**config.mk**
```make
export PLATFORM = sky130hd
export DESIGN_NAME = video_stream_tx
export DESIGN_NICKNAME = d
export VERILOG_FILES = /design/src/rtl/video_stream_tx.sv
export SDC_FILE = /design/constraint.sdc
export NUM_CORES = 1
export LEC_CHECK = 0
export ABC_CLOCK_PERIOD_IN_PS = 3200
export BUFFER_PORTS_ARGS = -buffer_cell sky130_fd_sc_hd__buf_4
export CAP_MARGIN = 20
export CORE_ASPECT_RATIO = 0.6
export CORE_UTILIZATION = 40
export CTS_BUF_LIST = sky130_fd_sc_hd__clkbuf_8 sky130_fd_sc_hd__clkbuf_16
export CTS_CLUSTER_DIAMETER = 150
export DETAILED_ROUTE_END_ITERATION = 10
export PLACE_DENSITY = 0.61
export RECOVER_POWER = 25
export SYNTH_ARGS = -nofsm -noshare
export SYNTH_HDL_FRONTEND = slang
export SYNTH_SLANG_ARGS = --single-unit
```
**constraint.sdc**
```tcl
create_clock -name clk -period 3.2 [get_ports clk]
set_input_delay 0 -clock clk [delete_from_list [all_inputs] [get_ports clk]]
set_output_delay 0 -clock clk [all_outputs]
set_load 0.05 [all_outputs]
```
**src/rtl/video_stream_tx.sv**
```systemverilog
// vs/de/data video stream transmitter: pulls pixels from a one-cycle-latency FIFO
// and frames them with vsync, back porch, active lines, front porch and h-blanking.
module video_stream_tx #(
    parameter int COL      = 640,
    parameter int ROW      = 480,
    parameter int DW       = 8,
    parameter int H_BLANK  = 160,
    parameter int VS_LINES = 2,
    parameter int V_BP     = 33,
    parameter int V_FP     = 10
) (
    input  logic          clk,
    input  logic          rst_n,
    input  logic          enable,
    input  logic          fifo_empty,
    input  logic [DW-1:0] fifo_dout,
    output logic          fifo_rd_en,
    output logic          o_vs,
    output logic          o_de,
    output logic [DW-1:0] o_data,
    output logic          frame_done,
    output logic          underflow
);

    localparam int LINE  = COL + H_BLANK;
    localparam int VMAX0 = (VS_LINES > V_BP) ? VS_LINES : V_BP;
    localparam int VMAX1 = (ROW > V_FP) ? ROW : V_FP;
    localparam int VMAX  = (VMAX0 > VMAX1) ? VMAX0 : VMAX1;
    localparam int HW    = (LINE > 1) ? $clog2(LINE) : 1;
    localparam int VW    = (VMAX > 1) ? $clog2(VMAX) : 1;

    typedef enum logic [2:0] {
        IDLE,
        VSYNC,
        VBP,
        ACTIVE,
        VFP
    } state_e;

    state_e        state_q, state_d;
    logic [HW-1:0] h_cnt_q, h_cnt_d;
    logic [VW-1:0] v_cnt_q, v_cnt_d;
    logic [VW-1:0] last_v;
    logic          line_end;
    logic          last_line;
    logic          frame_end;
    logic          vsync_entry;
    logic          o_de_q;
    logic          o_vs_q;
    logic          hole_q;
    logic          frame_done_q;
    logic          underflow_q;

    // NOTE: every signal written here gets a default first, so no path can infer a latch.
    always_comb begin
        state_d = state_q;
        h_cnt_d = h_cnt_q;
        v_cnt_d = v_cnt_q;
        last_v  = '0;

        unique case (state_q)
            VSYNC:   last_v = VW'(VS_LINES - 1);
            VBP:     last_v = VW'(V_BP - 1);
            ACTIVE:  last_v = VW'(ROW - 1);
            VFP:     last_v = VW'(V_FP - 1);
            default: last_v = '0;
        endcase

        line_end  = (h_cnt_q == HW'(LINE - 1));
        last_line = (v_cnt_q == last_v);

        if (state_q == IDLE) begin
            h_cnt_d = '0;
            v_cnt_d = '0;
            if (enable) state_d = VSYNC;
        end else begin
            h_cnt_d = line_end ? '0 : h_cnt_q + 1'b1;
            if (line_end) begin
                if (last_line) begin
                    v_cnt_d = '0;
                    unique case (state_q)
                        VSYNC:   state_d = VBP;
                        VBP:     state_d = ACTIVE;
                        ACTIVE:  state_d = VFP;
                        VFP:     state_d = enable ? VSYNC : IDLE;
                        default: state_d = IDLE;
                    endcase
                end else begin
                    v_cnt_d = v_cnt_q + 1'b1;
                end
            end
        end

        frame_end   = (state_q == VFP) && line_end && last_line;
        vsync_entry = (state_d == VSYNC) && (state_q != VSYNC);
    end

    // Read strobe decoded straight from registered state, so it is glitch-free per cycle.
    assign fifo_rd_en = (state_q == ACTIVE) && (h_cnt_q < HW'(COL));

    // NOTE: reset is synchronous here, so rst_n is tested inside the clocked branch only.
    always_ff @(posedge clk) begin
        if (!rst_n) begin
            state_q      <= IDLE;
            h_cnt_q      <= '0;
            v_cnt_q      <= '0;
            o_de_q       <= 1'b0;
            o_vs_q       <= 1'b0;
            hole_q       <= 1'b0;
            frame_done_q <= 1'b0;
            underflow_q  <= 1'b0;
        end else begin
            state_q      <= state_d;
            h_cnt_q      <= h_cnt_d;
            v_cnt_q      <= v_cnt_d;
            o_de_q       <= fifo_rd_en;
            o_vs_q       <= (state_q == VSYNC);
            hole_q       <= fifo_rd_en && fifo_empty;
            frame_done_q <= frame_end;
            if (vsync_entry)
                underflow_q <= 1'b0;
            else if (fifo_rd_en && fifo_empty)
                underflow_q <= 1'b1;
        end
    end

    // FIFO data arrives one cycle after the strobe, already aligned with o_de; only gate it.
    assign o_data     = (o_de_q && !hole_q) ? fifo_dout : '0;
    assign o_de       = o_de_q;
    assign o_vs       = o_vs_q;
    assign frame_done = frame_done_q;
    assign underflow  = underflow_q;

endmodule
```
==> results of run 1 <==
-- tightest hold or removal path: cells and delay by family --
| family | cells | cell delay, ns |
|---|---|---|
| AOI/OAI and AO/OA | 2 | 0.22 |
| buffers and inverters | 1 | 0.11 |
| and+or+nand+nor | 1 | 0.05 |
-- metal layers --
layer | GRT usage [%] | vias to the layer above | part of all wire, %
li1 | - | 598 | -
met2 | 25.0 | 42 | 42
met5 | 0 | - | 0
met3 | 5.44 | 6 | 8.9
met1 | 22.6 | 519 | 48
met4 | 4.91 | 0 | 1.1
-- path summary, 6_finish.rpt --
kind / startpoint / to / cells after the start
worst min-delay path: enable / state_q[0] / 4
worst min register to register: h_cnt_q[0] / h_cnt_q[0] / 1
worst max register to register: h_cnt_q[0] / state_q[0] / 7
worst max-delay path: h_cnt_q[0] / state_q[0] / 7
-- flip-flops by register name (all words and copies together) (netlist names) --
| signal | count |
|---|---|
| o_vs | 1 |
| frame_done | 1 |
| h_cnt_q | 10 |
| underflow | 1 |
| o_de | 1 |
| hole_q | 1 |
| state_q | 3 |
| v_cnt_q | 9 |
-- cells in the final DEF (no fill, tap or decap), types with 4 or more instances in the layout --
master	instances
xor2_1	8
buf_4	17
xnor2_1	4
nor3_1	9
clkbuf_1	7
dfxtp_1	27
nand3_1	13
a21oi_1	8
nor2_1	22
nand2_1	16
and2_1	9
-- cell families after synthesis --
| logic type | Yosys count | synth area share (%) |
|---|---|---|
| simple gates | 91 | 35.1 |
| xor+xnor | 12 | 7.75 |
| compound gates | 21 | 10.8 |
| mux | 1 | 1.11 |
| buf+inv | 6 | 3.51 |
| flops | 27 | 39.9 |
| fa+ha+maj | 2 | 1.84 |
-- repair_timing --
item | 4_1_cts | 5_1_grt
setup buffers | 0 | 0
hold buffers | 2 | 0
endpoints found under the hold margin | 3 | 0
endpoints found under the setup margin | 0 | 0
-- final cells by class --
cell class              count  area, µm²  area share, %
flip-flops and latches     27        541           34.4
well taps                  42       52.6           3.34
repair buffers             26        174           11.1
inverters                   1       3.75          0.239
clock buffers               3       41.3           2.63
multi-input cells         127        756           48.1
clock inverters             1       5.00          0.318
-- metrics by stage --
| stage | hold slack, ns | total power, W | cell area [µm²] | instances |
|---|---|---|---|---|
| 3_3_place_gp | 0.239 | 0.000384 | 1550 | 221 |
| 4_1_cts | 0.144 | 0.000577 | 1610 | 227 |
| 3_5_place_dp | 0.243 | 0.000385 | 1550 | 221 |
| 6_report | 0.152 | 0.000565 | 1570 | 227 |
| 2_1_floorplan | 0.117 | 0.000371 | 1360 | 160 |
| 5_1_grt | 0.161 | 0.000594 | 1570 | 227 |
-- where the power goes --
group          leakage [nW]  internal, W  switching (W)
clock                0.0255    0.0000871       0.000100
combinational         0.311    0.0000177      0.0000181
sequential            0.218     0.000338     0.00000340
==> key figures, run 1 <==
CTS
  • Clock-pin slew of the registers on the worst-case setup and hold paths: around 0.090 ns
  • TritonCTS clock tree: built
  • Cts bufs inserted: 3
  • Clock Latency Late Sink: around 0.27 ns
  • CTS sink cnt: 27
  • Clk root buf: clkbuf_8
  • Post-cts sizing count: 0
  • Clock Tree Buf Depth: 2
  • H-tree Lvls: 1

Floorplanning
  • Core footprint: a little over 3000 µm²
  • FP Rows: 15
  • Die width: around 77 µm
  • Die area: around 3600 µm²
  • Ports: 25
  • Die height: between 40 and 50 µm
  • Initial core utilization: roughly 45%

Detailed routing
  • # DRC: 0
  • Antenna viol nets, final: 0
  • Via count: ~1200
  • First-pass DRT Iterations: 4
  • Final wirelength: about 2700 µm
  • Vias/cell: slightly above 5
  • Initial DRC count: 93
  • Wire per inst: between 10 and 15 µm

STA
  • Slew HR: between 50% and 60%
  • Clk_skew: around 0.0020 ns
  • Fin crit share: 73.0%
  • Worst slew pin tran: between 0.6 and 0.7 ns
  • TNS Setup: 0 ns
  • Max-slew violation count: 0
  • Achievable Freq: ~0.43 GHz
  • RSZ-0062 raised after global routing: no
  • Final Setup Violations: 0
  • Final worst path period need: between 2 and 2.5 ns
  • PnR worst setup slack: between 0.8 and 0.9 ns
  • Count of final hold-check violations: 0

Synth
  • Ys Warns: 0
  • Main synth FF type: dfxtp_1
  • Gate Count Post-Synth: 160
  • Netlist cell types: 38
  • Count leader, synth: dfxtp_1
  • Register area share after synthesis: 39.9%
  • Syn_nets: between 150 and 200
  • Cell taking the most area after synthesis: dfxtp_1
  • Share of the synthesized area in the top cell type: approximately two fifths
  • Syn_area_per_cell: around 8.5 µm²
  • Number of synthesized flops with an enable pin: 0
  • Synthesis-stage register bit count: 27
  • Post-synth top cells: dfxtp_1 (27), nor2_1 (22), nand2_1 (16), nand3_1 (13), and2_1 (10)
  • Top cells by area, synth: dfxtp_1 (40%), nor2_1 (6.1%), xor2_1 (5.2%)
  • Async SR Flop Fraction: 0%
  • Post-synthesis cell area: 1360 µm²

Final layout
  • # fillers: between 200 and 300
  • Antenna Cells: 0
  • Area Overhead vs Synth: 16.0%
  • Layout cell share with drive strength beyond 1: around 15%
  • Final Core Density: between 50% and 60%
  • Final nets: 200

Setup path
  • Startpoint class of the critical path: register
  • CP Capture Type: register
  • Worst path required time: 3.37 ns
  • Critical path's largest stage delay: roughly 0.41 ns
  • Crit Path Class: register to register
  • CP top delay family: simple AND/OR/NAND/NOR gates
  • R2R Setup Slk: roughly 0.86 ns
  • CP cell instances: ha_1, and4_1, nand4_1, a21oi_2, o21a_4, mux2_4, o21a_1
  • Worst EP arrival: between 2 and 3 ns
  • Largest fanout on the critical path: 12
  • Critical path's slowest cell: nand4_1
  • Buf/Inv on CP: 0

Global route
  • GR Util All Layers: around 16%
  • First-pass GRT wire length: roughly 4600 µm
  • Vias in the first global route: 971
  • Largest net degree at the start of global routing: 16
  • GR Overflow Total: 0
  • Initial antenna violation count: 0

Flow run
  • MaxCap Viol Count: 0

Placed design
  • Final GP Congestion: roughly 0.76
  • Dpl ws: between 0.8 and 0.9 ns
  • DPL Wire Length: 2050 µm
  • Port Buffers: 24

Pwr
  • Pleak: between 0.5 and 0.6 nW
  • PD cells: 359 nW/µm²
  • VDD IR max: ~0.18 mV

Run status
  • Status: completed

Min path
  • Hold Crit Class: input port to register
Power figures use the tool's default switching activity.
==> run 2: changes to the inputs <==
- ABC_AREA: default -> 1
- ABC_CLOCK_PERIOD_IN_PS: 3200 -> 2300
- PLACE_DENSITY: 0.61 -> 0.6
- clock period: 3.2 -> 2.3 ns (I/O delays scaled with it)
==> run 2 against run 1 <==
Effect of this change:
- via count increased by 19%
- fmax increased by 39%
- combinational power increased by 62%
- setup slack got worse by 0.24 ns
- non-clock buffer count unchanged
- critical endpoint is now state_q[2]
- largest cell class unchanged
==> key figures, run 2 <==
STA
  • Final worst path period need: 1.68 ns (was 2.34 ns)
  • PnR worst setup slack: 0.619 ns (was 0.863 ns)
  • Achievable Freq: 0.595 GHz (was 0.428 GHz)
  • Count of final hold-check violations: 0 (unchanged)
  • RSZ-0062 raised after global routing: no (unchanged)
  • Clk_skew: 0.00567 ns (was 0.00199 ns)
  • Worst slew pin tran: 0.612 ns (was 0.603 ns)
  • TNS Setup: 0 ns (unchanged)
  • Fin crit share: 73.1% (was 73.0%)
  • Slew HR: 59.3% (was 60.0%)
  • Final Setup Violations: 0 (unchanged)
  • Max-slew violation count: 0 (unchanged)

Floorplanning
  • Die area: 3910 µm² (was 3640 µm²)
  • Core footprint: 3360 µm² (was 3040 µm²)
  • Initial core utilization: 43.5% (was 44.6%)
  • Die height: 48.9 µm (was 47.1 µm)
  • FP Rows: 16 (was 15)
  • Die width: 80.1 µm (was 77.2 µm)
  • Ports: 25 (unchanged)

Synth
  • Netlist cell types: 29 (was 38)
  • Cell taking the most area after synthesis: dfxtp_1 (unchanged)
  • Main synth FF type: dfxtp_1 (unchanged)
  • Ys Warns: 0 (unchanged)
  • Compound-cell area share of the yosys netlist: 6.92% (was 10.8%)
  • Number of synthesized flops with an enable pin: 0 (unchanged)
  • Synth Area in XOR/XNOR: 1.79% (was 7.75%)
  • Adder-Cell Fraction of Synth Area: 1.71% (was 1.85%)
  • Post-synthesis mux area share: 0% (was 1.11%)
  • Largest family of logic cells by synthesized area: simple AND/OR/NAND/NOR gates (unchanged)
  • Top cells by area, synth: dfxtp_1 (37%), nand2_1 (10%), nor2_1 (9.5%) (was dfxtp_1 (40%), nor2_1 (6.1%), xor2_1 (5.2%))
  • Syn_nets: 230 (was 174)
  • Share of the synthesized area in the top cell type: 36.9% (was 39.9%)
  • Synthesis-stage register bit count: 27 (unchanged)
  • Register area share after synthesis: 36.9% (was 39.9%)
  • Post-synthesis cell area: 1460 µm² (was 1360 µm²)
  • Count leader, synth: nand2_1 (was dfxtp_1)
  • Syn_area_per_cell: 6.78 µm² (was 8.48 µm²)
  • Gate Count Post-Synth: 216 (was 160)
  • Post-Synth Simple-Gate Area: 42.6% (was 35.1%)
  • Async SR Flop Fraction: 0% (unchanged)
  • Post-synth top cells: nand2_1 (40), nor2_1 (37), inv_1 (34), dfxtp_1 (27), nand3_1 (13) (was dfxtp_1 (27), nor2_1 (22), nand2_1 (16), nand3_1 (13), and2_1 (10))

Global route
  • GR Overflow Total: 0 (unchanged)
  • Initial antenna violation count: 0 (unchanged)
  • Vias in the first global route: 1183 (was 971)
  • GR Util All Layers: 19.4% (was 16.4%)
  • First-pass GRT wire length: 5780 µm (was 4580 µm)
  • Largest net degree at the start of global routing: 15 (was 16)

Pwr
  • PD cells: 464 nW/µm² (was 359 nW/µm²)
  • VDD IR max: 0.265 mV (was 0.182 mV)
  • Pleak: 0.734 nW (was 0.554 nW)

Setup path
  • Critical R2R Launch: h_cnt_q[0] (unchanged)
  • Worst EP arrival: 1.86 ns (was 2.51 ns)
  • Worst path required time: 2.48 ns (was 3.37 ns)
  • CP Capture Type: register (unchanged)
  • Startpoint class of the critical path: register (unchanged)
  • Crit path launch: h_cnt_q[0] (unchanged)
  • Largest fanout on the critical path: 7 (was 12)
  • Crit Path Class: register to register (unchanged)

CTS
  • Clock Tree Buf Depth: 2 (unchanged)
  • TritonCTS clock tree: built (unchanged)
  • Post-cts sizing count: 0 (unchanged)
  • H-tree Lvls: 1 (unchanged)
  • Clk root buf: clkbuf_8 (unchanged)
  • CTS sink cnt: 27 (unchanged)
  • Cts bufs inserted: 3 (unchanged)
  • Clock Latency Late Sink: 0.27 ns (about the same)
  • Clock-pin slew of the registers on the worst-case setup and hold paths: 0.09 ns (about the same)
  • Hold_buf cts: 2 (unchanged)
  • Post-CTS Setup Repair Bufs: 0 (unchanged)

Run status
  • Status: completed (unchanged)

Final layout
  • Most frequent cells in the layout: nand2_1 (40), nor2_1 (38), inv_1 (35), dfxtp_1 (27), buf_4 (17) (was dfxtp_1 (27), nor2_1 (22), buf_4 (17), nand2_1 (16), nand3_1 (13))
  • Top flop regs: h_cnt_q: 10 flops, v_cnt_q: 9 flops, state_q: 3 flops (unchanged)
  • Final non-filler cell total: 290 (was 227)
  • Biggest register: h_cnt_q (unchanged)
  • Most common cell after layout, fill and taps aside: nand2_1 (was dfxtp_1)
  • Antenna Cells: 0 (unchanged)
  • Final Core Density: 51.5% (was 51.7%)
  • Area Overhead vs Synth: 18.3% (was 16.0%)
  • Largest register FFs: 10 (unchanged)
  • Layout cell share with drive strength beyond 1: 15.5% (was 14.6%)
  • Final nets: 260 (was 200)

Detailed routing
  • Antenna viol nets, final: 0 (unchanged)
  • Initial DRC count: 73 (was 93)
  • Wire per inst: 12.0 µm (about the same)
  • Final wirelength: 3490 µm (was 2730 µm)
  • # DRC: 0 (unchanged)
  • First-pass DRT Iterations: 4 (unchanged)
  • Vias/cell: 4.78 (was 5.13)
  • Via count: 1385 (was 1165)

Min path
  • Hold Crit Class: input port to register (unchanged)
  • Worst hold path startpoint: enable (unchanged)

Placed design
  • Port Buffers: 24 (unchanged)
  • Placed Cells: 284 (was 221)
  • DPL Wire Length: 2780 µm (was 2050 µm)
  • Dpl ws: 0.629 ns (was 0.867 ns)
  • Final GP Congestion: 0.877 (was 0.764)

Flow run
  • MaxCap Viol Count: 0 (unchanged)
run 2: cell count changes after synthesis, sizes merged, moves of 5 or more:
cell,previous run,this run
inv,1,37
nor2,22,43
nand2,16,44
and2,10,0
nand4,2,10
xor2,8,3
run 2: metal layers:
layer | vias up | routed length (µm) | global-route usage, %
met5 | - | 0 | 0
met4 | 0 | 14 | 3.57
met3 | 2 | 263 | 6.36
met2 | 34 | 1150 | 23.4
met1 | 601 | 2070 | 32.0
li1 | 748 | - | -
run 2: worst paths after layout:
kind                     end  slack [ns]  cells after the start
hold reg to reg   h_cnt_q[0]        0.48                      1
setup / recovery  state_q[2]        0.62                     12
setup reg to reg  state_q[2]        0.62                     12
hold / removal     underflow        0.04                      4
run 2: power breakdown:
part / internal, W / switching (W) / total, W / leakage [nW]
registers: 0.000471 / 0.00000413 / 0.000475 / 0.218
logic: 0.0000240 / 0.0000339 / 0.0000580 / 0.489
clock network: 0.000120 / 0.000150 / 0.000270 / 0.0269
total: 0.000615 / 0.000188 / 0.000803 / 0.734
run 2: per-stage QoR:
step / instance area [µm²] / power [W] / hold slack (ns)
floorplan: 1460 / 0.000518 / 0.0976
global placement: 1700 / 0.000542 / 0.223
detailed placement: 1700 / 0.000542 / 0.221
CTS: 1760 / 0.000806 / 0.0447
global route: 1730 / 0.000835 / 0.0817
finish: 1730 / 0.000803 / 0.0399
run 2: cell type report:
| type | instances | area [µm²] |
|---|---|---|
| fillers | 347 | 1630 |
| multi-input cells | 150 | 773 |
| flip-flops and latches | 27 | 541 |
| repair buffers | 26 | 174 |
| inverters | 38 | 143 |
| well taps | 45 | 56.3 |
| clock buffers | 3 | 41.3 |
| clock inverters | 1 | 3.75 |
run 2: cell families (layout without fill, tap and decap cells):
group                    count (synthesis)  after routing
AND/OR/NAND/NOR                        128            128
buffers and inverters                   39             68
flip-flops                              27             27
AO/OA/AOI/OAI                           17             17
XOR/XNOR                                 3              3
adder cells (fa/ha/maj)                  2              2
run 2: critical path, cell delays in order, from the launching register on:
cell and delay (ns):
dfxtp_1 0.38, ha_1 0.18, nand2_1 0.08, nor2_2 0.13
inv_2 0.07, nor2_2 0.11, nand2_2 0.12, clkinv_1 0.12
nand3_4 0.11, nand2_2 0.13, o21ai_1 0.08, nand2_1 0.06
inv_1 0.03
==> run 3: changes to the inputs <==
- ABC_AREA: 1 -> 0
- ABC_CLOCK_PERIOD_IN_PS: 2300 -> 1550
- PLACE_DENSITY: 0.6 -> 0.61
- clock period: 2.3 -> 1.55 ns (I/O delays scaled with it)
==> run 3 against run 2 <==
Effect of this change:
- the run now ends with negative setup slack left
- utilization is 16 points higher
- highest routed layer unchanged
- clock power is 50% higher
- register-to-register slack worse by 0.93 ns
- critical path type unchanged
- die area is 7.1% lower
- worst hold slack better by 0.048 ns
- sequential power is 49% higher
- critical endpoint is now state_q[0]
- first-iteration DRC count is 4.1% lower
- non-clock buffer count is 39 higher
- total power is 52% higher
- critical path depth is 6 lower
==> key figures, run 3 (same netlist as run 1, synthesis figures left out) <==
Run status
  • Status: finished, violations left (was completed)
  • Violated checks: negative setup slack

Detailed routing
  • Via count: 1353 (was 1385)
  • Initial DRC count: 70 (was 73)
  • # DRC: 0 (unchanged)
  • Antenna viol nets, final: 0 (unchanged)
  • Wire per inst: 13.5 µm (was 12.0 µm)
  • Vias/cell: 5.09 (was 4.78)
  • Final wirelength: 3590 µm (was 3490 µm)
  • First-pass DRT Iterations: 4 (unchanged)

Pwr
  • Pleak: 0.870 nW (was 0.734 nW)
  • Total Power: 0.00122 W (was 0.000803 W)
  • PD cells: 598 nW/µm² (was 464 nW/µm²)
  • VDD IR max: 0.517 mV (was 0.265 mV)

Setup path
  • Crit Path Class: register to register (unchanged)
  • Largest fanout on the critical path: 6 (was 7)
  • CP Capture Type: register (unchanged)
  • Worst EP arrival: 2.03 ns (was 1.86 ns)
  • Critical path's largest stage delay: 0.39 ns (was 0.38 ns)
  • Worst path required time: 1.73 ns (was 2.48 ns)
  • Critical path's slowest cell: or3b_1 (was dfxtp_1)
  • CP cell instances: or3b_1, a21o_1, a31oi_2, o21a_4, mux2_4, o21a_1 (was ha_1, nand2_1, nor2_2, inv_2, nor2_2, nand2_2, clkinv_1, nand3_4, nand2_2, o21ai_1, nand2_1, inv_1)
  • Startpoint class of the critical path: register (unchanged)
  • CP top delay family: compound AO/OA/AOI/OAI gates (was simple AND/OR/NAND/NOR gates)
  • Buf/Inv on CP: 0 (was 3)

STA
  • Clk_skew: 0.00274 ns (was 0.00567 ns)
  • Achievable Freq: 0.539 GHz (was 0.595 GHz)
  • Count of final hold-check violations: 0 (unchanged)
  • Final worst path period need: 1.86 ns (was 1.68 ns)
  • Slew HR: 59.4% (was 59.3%)
  • Hold WS: 0.0880 ns (was 0.0399 ns)
  • PnR worst setup slack: -0.306 ns (was 0.619 ns)
  • RSZ-0062 raised after global routing: yes (was no)
  • Fin crit share: 120% (was 73.1%)
  • Worst slew pin tran: 0.611 ns (was 0.612 ns)
  • Final Setup Violations: 14 (was 0)
  • Max-slew violation count: 0 (unchanged)

CTS
  • CTS sink cnt: 27 (unchanged)
  • Clock Tree Buf Depth: 2 (unchanged)
  • H-tree Lvls: 1 (unchanged)
  • Clock-pin slew of the registers on the worst-case setup and hold paths: 0.09 ns (about the same)
  • Cts bufs inserted: 3 (unchanged)
  • Clk root buf: clkbuf_8 (unchanged)
  • TritonCTS clock tree: built (unchanged)
  • Clock Latency Late Sink: 0.28 ns (was 0.27 ns)

Floorplanning
  • Ports: 25 (unchanged)
  • Die height: 47.1 µm (was 48.9 µm)
  • Die width: 77.2 µm (was 80.1 µm)
  • Die area: 3640 µm² (was 3910 µm²)
  • Initial core utilization: 44.6% (was 43.5%)
  • Core footprint: 3040 µm² (was 3360 µm²)
  • FP Rows: 15 (was 16)

Final layout
  • Top flop regs: h_cnt_q: 10 flops, v_cnt_q: 9 flops, state_q: 3 flops (unchanged)
  • Area Overhead vs Synth: 50.6% (was 18.3%)
  • Biggest register: h_cnt_q (unchanged)
  • Most common cell after layout, fill and taps aside: buf_4 (was nand2_1)
  • Most frequent cells in the layout: buf_4 (53), dfxtp_1 (21), nor2_1 (17), nand2_1 (15), nand3_1 (13) (was nand2_1 (40), nor2_1 (38), inv_1 (35), dfxtp_1 (27), buf_4 (17))
  • Final nets: 239 (was 260)
  • Final Core Density: 67.2% (was 51.5%)
  • Layout cell share with drive strength beyond 1: 42.0% (was 15.5%)
  • Final non-filler cell total: 266 (was 290)
  • Final Cell Area: 2040 µm² (was 1730 µm²)
  • Antenna Cells: 0 (unchanged)
  • Largest register FFs: 10 (unchanged)

Global route
  • GR Util All Layers: 20.5% (was 19.4%)
  • Initial antenna violation count: 0 (unchanged)
  • GR Overflow Total: 0 (unchanged)
  • Largest net degree at the start of global routing: 15 (unchanged)
  • First-pass GRT wire length: 5600 µm (was 5780 µm)
  • Vias in the first global route: 1209 (was 1183)

Placed design
  • Port Buffers: 24 (unchanged)
  • Dpl cell area: 1810 µm² (was 1700 µm²)
  • Final GP Congestion: 0.872 (was 0.877)
  • Placed Cells: 255 (was 284)
  • DPL Wire Length: 2630 µm (was 2780 µm)

Min path
  • Hold Crit Class: input port to register (unchanged)

Flow run
  • MaxCap Viol Count: 0 (unchanged)
==> run 3: per-layer routing <==
| metal | vias up | global-route usage [%] | share of wire [%] |
|---|---|---|---|
| li1 | 677 | - | - |
| met1 | 621 | 27.2 | 48 |
| met2 | 51 | 34.5 | 45 |
| met3 | 4 | 5.83 | 6.9 |
| met4 | 0 | 3.40 | 0.47 |
| met5 | - | 0 | 0 |
==> run 3: stage by stage <==
stage	worst slack (ns)	TNS (ns)
6_report	-0.306	-2.54
2_1_floorplan	-0.319	-0.578
3_3_place_gp	-0.302	-2.15
5_1_grt	-0.337	-3.41
3_5_place_dp	-0.409	-3.95
4_1_cts	-0.280	-2.02
==> run 3: cell type report <==
cell class	count	area, µm²
fillers	260	998
multi-input cells	127	887
flip-flops and latches	27	553
repair buffers	65	500
well taps	42	52.6
clock buffers	3	41.3
clock inverters	1	3.75
inverters	1	3.75
==> run 3: report_power, final <==
group / total [W] / switching, W / internal (W)
Combinational: 0.000109 / 0.0000497 / 0.0000597
Sequential: 0.000707 / 0.00000947 / 0.000698
Clock: 0.000404 / 0.000226 / 0.000178
Total: 0.00122 / 0.000285 / 0.000935
==> run 3: worst reg2reg max path, delay by kind of cell (launching register included) <==
| family | cells | cell delay, ns |
|---|---|---|
| AO/OA/AOI/OAI | 4 | 0.70 |
| flip-flops | 1 | 0.38 |
| AND/OR/NAND/NOR | 1 | 0.39 |
| multiplexers | 1 | 0.29 |
==> run 3: repair_timing <==
| action | CTS | global route |
|---|---|---|
| endpoints found under the setup margin | 21 | 21 |
| setup buffers | 2 | 3 |
| resized for setup | 15 | 22 |
| hold buffers | 2 | 0 |
| gates cloned | 0 | 0 |
| endpoints found under the hold margin | 3 | 0 |
| pin swaps | 4 | 4 |
==> run 3: final timing paths <==
kind               from    endpoint  slack [ns]  cells past startpoint
max          state_q[1]  state_q[0]       -0.31                      6
min              enable   underflow        0.09                      4
max reg2reg  state_q[1]  state_q[0]       -0.31                      6
min reg2reg  v_cnt_q[0]  v_cnt_q[0]        0.52                      2
